## src/rtl/seq_alu.sv

```systemverilog
// seq_alu: multi-cycle ALU with registered results, HI/LO state and iterative MUL/DIV.
// Ports:
//   clk, reset      rising-edge clock, synchronous active-high reset
//   start, op, sign launch request, 4-bit opcode, signed/unsigned select
//   cmp             compare condition for CMP
//   a, b            operands
//   busy            high while a MUL/DIV is in flight (including the FIX cycle)
//   done            one-cycle pulse when y/hi/lo/flags are updated
//   y, hi, lo       main result and HI/LO registers
//   flags           {C,Z,N,V}
module seq_alu #(
    parameter int unsigned WIDTH = 32
) (
    input  logic             clk,
    input  logic             reset,
    input  logic             start,
    input  logic [3:0]       op,
    input  logic             sign,
    input  logic [2:0]       cmp,
    input  logic [WIDTH-1:0] a,
    input  logic [WIDTH-1:0] b,
    output logic             busy,
    output logic             done,
    output logic [WIDTH-1:0] y,
    output logic [WIDTH-1:0] hi,
    output logic [WIDTH-1:0] lo,
    output logic [3:0]       flags
);
    localparam int unsigned SHW = $clog2(WIDTH);
    localparam int unsigned HALF = WIDTH / 2;
    localparam logic [WIDTH-1:0] MIN_VAL = {1'b1, {(WIDTH-1){1'b0}}};
    localparam logic [3:0] OP_MUL = 4'b0011;
    localparam logic [3:0] OP_DIV = 4'b0100;

    typedef enum logic [1:0] {IDLE, MUL, DIV, FIX} stateT;

    stateT            state, stateNext;
    logic [SHW-1:0]   cnt;
    logic [WIDTH-1:0] accHi, accLo;   // MUL: partial product; DIV: remainder/quotient
    logic [WIDTH-1:0] opMag;          // MUL: |a| addend; DIV: |b| divisor
    logic [WIDTH-1:0] opA;            // raw dividend for divide-by-zero / overflow results
    logic             isMul, negLo, negHi, divZero, divOvf;

    // Single-cycle result and flag computation
    logic [WIDTH-1:0] resY;
    logic [3:0]       resFlags;
    logic [WIDTH:0]   ext;
    logic             flagUpd, cOut, vOut, lt, eq, cmpR;
    logic [SHW-1:0]   shAmt;

    always_comb begin
        resY     = y;
        resFlags = flags;
        ext      = '0;
        flagUpd  = 1'b0;
        cOut     = 1'b0;
        vOut     = 1'b0;
        cmpR     = 1'b0;
        shAmt    = a[SHW-1:0];
        eq       = (a == b);
        lt       = sign ? ($signed(a) < $signed(b)) : (a < b);
        case (op)
            4'b0000: resY = b;
            4'b0001: begin
                ext     = {1'b0, a} + {1'b0, b};
                resY    = ext[WIDTH-1:0];
                cOut    = ext[WIDTH];
                vOut    = sign & (a[WIDTH-1] == b[WIDTH-1]) & (resY[WIDTH-1] != a[WIDTH-1]);
                flagUpd = 1'b1;
            end
            4'b0010: begin
                resY    = a - b;
                cOut    = (a < b);
                vOut    = sign & (a[WIDTH-1] != b[WIDTH-1]) & (resY[WIDTH-1] != a[WIDTH-1]);
                flagUpd = 1'b1;
            end
            4'b0101: resY = a & b;
            4'b0110: resY = a | b;
            4'b0111: resY = ~(a | b);
            4'b1000: resY = a ^ b;
            4'b1001: resY = b >> shAmt;
            4'b1010: resY = b << shAmt;
            4'b1011: resY = WIDTH'($signed(b) >>> shAmt);
            4'b1100: resY = {a[HALF-1:0], {HALF{1'b0}}};
            4'b1101: begin
                ext     = {1'b0, b} + (WIDTH+1)'(4);
                resY    = ext[WIDTH-1:0];
                cOut    = ext[WIDTH];
                vOut    = sign & ~b[WIDTH-1] & resY[WIDTH-1];
                flagUpd = 1'b1;
            end
            4'b1110: begin
                case (cmp)
                    3'b000:  cmpR = eq;
                    3'b001:  cmpR = ~eq;
                    3'b010:  cmpR = lt;
                    3'b011:  cmpR = lt | eq;
                    3'b100:  cmpR = ~(lt | eq);
                    3'b101:  cmpR = ~lt;
                    default: cmpR = 1'b0;
                endcase
                resY = {{(WIDTH-1){1'b0}}, cmpR};
            end
            default: resY = y;   // MUL/DIV never write y; reserved holds y
        endcase
        if (flagUpd) begin
            resFlags = {cOut, (resY == '0), resY[WIDTH-1], vOut};
        end
    end

    // Iteration step for shift-add multiply and restoring divide
    logic [WIDTH:0]   mulSum, divShift, divDiff;
    logic [WIDTH-1:0] magA, magB;
    logic [2*WIDTH-1:0] prod, prodFix;
    logic [WIDTH-1:0] quoFix, remFix;

    always_comb begin
        mulSum   = {1'b0, accHi} + (accLo[0] ? {1'b0, opMag} : '0);
        divShift = {accHi, accLo[WIDTH-1]};
        divDiff  = divShift - {1'b0, opMag};
        magA     = (sign && a[WIDTH-1]) ? (WIDTH'(0) - a) : a;
        magB     = (sign && b[WIDTH-1]) ? (WIDTH'(0) - b) : b;
        prod     = {accHi, accLo};
        prodFix  = negLo ? ((2*WIDTH)'(0) - prod) : prod;
        quoFix   = negLo ? (WIDTH'(0) - accLo) : accLo;
        remFix   = negHi ? (WIDTH'(0) - accHi) : accHi;
    end

    // State register
    always_ff @(posedge clk) begin
        if (reset) state <= IDLE;
        else       state <= stateNext;
    end

    // Next-state logic
    always_comb begin
        stateNext = state;
        case (state)
            IDLE: if (start) begin
                if (op == OP_MUL)      stateNext = MUL;
                else if (op == OP_DIV) stateNext = DIV;
            end
            MUL, DIV: if (cnt == SHW'(WIDTH-1)) stateNext = FIX;
            FIX:     stateNext = IDLE;
            default: stateNext = IDLE;
        endcase
    end

    // Datapath and output registers
    always_ff @(posedge clk) begin
        if (reset) begin
            y <= '0; hi <= '0; lo <= '0; flags <= '0;
            busy <= 1'b0; done <= 1'b0; cnt <= '0;
            accHi <= '0; accLo <= '0; opMag <= '0; opA <= '0;
            isMul <= 1'b0; negLo <= 1'b0; negHi <= 1'b0; divZero <= 1'b0; divOvf <= 1'b0;
        end else begin
            done <= 1'b0;
            busy <= (stateNext != IDLE);
            case (state)
                IDLE: if (start) begin
                    cnt     <= '0;
                    accHi   <= '0;
                    opA     <= a;
                    isMul   <= (op == OP_MUL);
                    divZero <= (b == '0);
                    divOvf  <= sign && (a == MIN_VAL) && (b == '1);
                    negHi   <= sign & a[WIDTH-1];
                    negLo   <= sign & (a[WIDTH-1] ^ b[WIDTH-1]);
                    if (op == OP_MUL) begin
                        opMag <= magA;
                        accLo <= magB;
                    end else if (op == OP_DIV) begin
                        opMag <= magB;
                        accLo <= magA;
                    end else begin
                        y     <= resY;
                        flags <= resFlags;
                        done  <= 1'b1;
                    end
                end
                MUL: begin
                    accHi <= mulSum[WIDTH:1];
                    accLo <= {mulSum[0], accLo[WIDTH-1:1]};
                    cnt   <= cnt + SHW'(1);
                end
                DIV: begin
                    if (!divDiff[WIDTH]) begin
                        accHi <= divDiff[WIDTH-1:0];
                        accLo <= {accLo[WIDTH-2:0], 1'b1};
                    end else begin
                        accHi <= divShift[WIDTH-1:0];
                        accLo <= {accLo[WIDTH-2:0], 1'b0};
                    end
                    cnt <= cnt + SHW'(1);
                end
                FIX: begin
                    done <= 1'b1;
                    if (isMul) begin
                        {hi, lo} <= prodFix;
                    end else if (divZero) begin
                        lo    <= '1;
                        hi    <= opA;
                        flags <= {flags[3:1], 1'b1};
                    end else if (divOvf) begin
                        lo    <= opA;
                        hi    <= '0;
                        flags <= {flags[3:1], 1'b1};
                    end else begin
                        lo <= quoFix;
                        hi <= remFix;
                    end
                end
                default: ;
            endcase
        end
    end
endmodule

```

## config.mk

```make
export PLATFORM = sky130hd
export DESIGN_NAME = seq_alu
export DESIGN_NICKNAME = d
export VERILOG_FILES = /design/src/rtl/seq_alu.sv
export SDC_FILE = /design/constraint.sdc
export NUM_CORES = 2
export LEC_CHECK = 0
export CAP_MARGIN = 20
export CELL_PAD_IN_SITES_DETAIL_PLACEMENT = 0
export CELL_PAD_IN_SITES_GLOBAL_PLACEMENT = 1
export CORE_MARGIN = 2
export CORE_UTILIZATION = 49
export DETAILED_ROUTE_END_ITERATION = 12
export HOLD_SLACK_MARGIN = 0.08
export PLACE_DENSITY = 0.95
export REMOVE_ABC_BUFFERS = 1
export SKIP_LAST_GASP = 1
export SLEW_MARGIN = 25
export SYNTH_ARGS = -nofsm -noshare
export SYNTH_HDL_FRONTEND = slang
export SYNTH_SLANG_ARGS = --single-unit
```

## constraint.sdc

```tcl
create_clock -name clk -period 8.89 [get_ports clk]
set_input_delay 1.3335 -clock clk [delete_from_list [all_inputs] [get_ports clk]]
set_output_delay 1.3335 -clock clk [all_outputs]
set_load 0.03 [all_outputs]
```

==> results.ini <==
[global_routing]
antenna_found_initial = 4
grt_pass1_vias = 30919
grt_use_total_pct = 43.29
grt_pass1_wl_um = 205900
grt_start_max_net_pins = 70
grt-ovfl-total = 0

[yosys]
yosys.area_share.simple_pct = 21.46
synth_cell_type_count = 102
ys_seq_area_share_pct = 16.42
async_reset_ff_share_pct = 0
synth_warnings = 0
synth-xor-area-share_pct = 7.657
syn_avg_cell_area_um2 = 7.153
ys_dominant_reg_cell = dfxtp_1
synth_compound_area_share_pct = 30.31
synthAdderAreaFrac_pct = 7.648
synth_edf_count = 0
synth_area_um2 = 29510
synth_top_family_by_area = compound AO/OA/AOI/OAI gates
syn_inst = 4126
ys_ff_latch = 242
synth.area.mux_share_pct = 9.488

[power]
comb_power_share_pct = 38.5
pwr-share-seq_pct = 29.7
clkPwrFrac_pct = 31.8
p_sw_uw = 1564
peakVddDrop_uv = 145.7
powerDensity_nw_per_um2 = 120.0
internal_power_uw = 2355
swShare_pct = 39.91
power.leakage_uw = 0.01214

[critical_path]
rr_startpoint = accLo[31]
r2r-end = accHi[6]
worstPathRequired_ns = 9.43
crit_path_start_kind = input pin
crit_fanout = 20
arrival_ns = 7.45
r2r_setup_slack_ns = 3.87
path_class = input pin to flip-flop
critPathCaptureType = flip-flop
rr_worst_depth = 16

[cts]
cts_setup_buffers = 0
clk-insertion-delay-late_ns = 0.60
cts_resized = 0
cts_root_buf = clkbuf_16
clockBufferDepth = 3
postCtsHoldBufs = 0
cts_buffers = 29
clk_pin_slew_ns = 0.06
cts_tree = done
h-tree-depth = 1
cts.sinks = 242

[hold_path]
hold_start = opMag[27]
hold_path.class = flip-flop to flip-flop
whs_endpoint = opMag[27]
hold_depth = 2

[timing]
setup_ws_ns = 1.975
finalCriticalPeriod_ns = 6.915
fin_crit_sh_pct = 77.79
clock_skew_ns = 0.01978
setup-violations-final = 0
drv_slew = 0
setup-tns-final_ns = 0
maxSlewHeadroom_pct = 20.44
hold_viol = 0
max_freq_mhz = 144.6
rsz0062_at_grt = false
worst_slew_pin_slew_ns = 1.184

[place]
dp_hpwl_um = 105400
port_buffers = 176
pre_cts_ws_ns = 1.921
place.gp.congestion = 1.175

[floorplan]
die_x_um = 249.4
dieArea_um2 = 62210
row_count = 89
coreArea_um2 = 59240
io_pins = 177
die_h_um = 249.4
start_util_pct = 49.82

[cells_and_area]
final_cell_mix = 449 x nor2_1, 436 x nand2_1, 375 x a21oi_1
final_common_cell = nor2_1
drive_above_1_share_pct = 7.960
synthToLayoutAreaGrowth_pct = 10.68
nNetsFinal = 4313

[detailed_routing]
routed_wl_um = 141100
route.vias.total = 33752
viasPerCell = 6.948
post-route-drc-count = 0
dr.pass1.iters = 8
detail-route-antenna-nets = 0
drt-initial-drc-count = 4463
routedWlPerCell_um = 29.04

[run]
drv_cap = 0

[status]
outcome = finished, final reports clean

[synthesized netlist by cell type (41+ instances only)]
master | number | area, µm²
o21ai_0 | 206 | 1031
o21ai_1 | 50 | 250.2
dfxtp_1 | 242 | 4845
a221oi_1 | 65 | 569.3
xnor2_1 | 192 | 1682
a21oi_1 | 376 | 1882
nand2_1 | 438 | 1644
xor2_1 | 66 | 578.1
a31oi_1 | 43 | 269.0
inv_1 | 147 | 551.8
o31ai_1 | 41 | 307.8
o211ai_1 | 69 | 518.0
ha_1 | 174 | 2177
a21o_1 | 44 | 330.3
nor3_1 | 121 | 605.6
mux2i_1 | 84 | 840.8
nand3_1 | 81 | 405.4
nor2_1 | 453 | 1700
a211oi_1 | 87 | 653.1
mux4_2 | 67 | 1509
clkbuf_1 | 305 | 1145
[state kept, by name, indices dropped and copies added (netlist names)]
register,count
flags,4
accLo,32
cnt,5
isMul,1
divOvf,1
accHi,32
done,1
busy,1
negHi,1
negLo,1
hi,32
lo,32
divZero,1
opA,32
y,32
opMag,32
state,2
[worst max path at each step]
stage          start  cells past startpoint       end  slack (ns)
6_report        b[4]                     16  flags[2]        1.97
5_1_grt         b[4]                     16  flags[2]        2.06
4_1_cts         b[4]                     16  flags[2]        2.51
3_5_place_dp    b[4]                     16  flags[2]        1.92
3_3_place_gp    b[4]                     16  flags[2]        1.97
2_1_floorplan  op[3]                      9  flags[2]        3.26
[per-stage QoR]
step	instance area [µm²]	cells	hold WS (ns)	utilization (%)	power, µW
after floorplan	28030	3749	0.4258	-	2018
after global placement	31620	4800	0.4388	53.37	2615
after detailed placement	31620	4800	0.4458	53.37	2612
after CTS	32600	4854	0.4526	55.04	3851
after global routing	32660	4856	0.4649	55.13	4034
final	32670	4858	0.4512	55.14	3919
[routing by layer]
metal | routed length (µm) | vias up | track usage, %
met5 | 8 | - | 0.07722
met4 | 13410 | 2 | 33.51
met3 | 15320 | 612 | 9.773
met2 | 59910 | 2263 | 65.79
met1 | 52440 | 15820 | 53.09
li1 | - | 15055 | -
[cell families after synthesis]
group                    Yosys count
XOR/XNOR                         258
buffers and inverters            534
multiplexers                     191
AND/OR/NAND/NOR                 1387
AO/OA/AOI/OAI                   1336
flip-flops                       242
adder cells (fa/ha/maj)          178
[critical path, stage by stage]
cell and delay [ns]:
clkdlybuf4s50_1 0.95, inv_1 0.25, ha_1 0.62, inv_2 0.13
a221oi_1 0.42, buf_4 0.21, a21oi_1 0.17, a221oi_1 0.30
nor2b_1 0.10, nor4_1 0.74, o21ai_0 0.29, a211o_1 0.33
nor4_2 0.65, nand4_1 0.28, or4_1 0.55, nand2_1 0.08
[final cells by class]
cell class	count	area, µm²
tap	773	967.2
timing repair buffer	280	2534
fill	5871	26580
sequential	242	4848
clock inverter	13	133.9
inverter	157	589.3
multi-input combinational	3350	22740
clock buffer	41	850.8
antenna	2	5.005
[power groups by stage]
| stage | combinational (µW) | sequential [µW] | clock, µW |
|---|---|---|---|
| 2_1_floorplan | 822 | 1200 | 0 |
| 3_3_place_gp | 1430 | 1180 | 0 |
| 3_5_place_dp | 1430 | 1180 | 0 |
| 4_1_cts | 1440 | 1160 | 1260 |
| 5_1_grt | 1570 | 1160 | 1300 |
| 6_report | 1510 | 1160 | 1250 |
(Power assumes the default switching activity.)
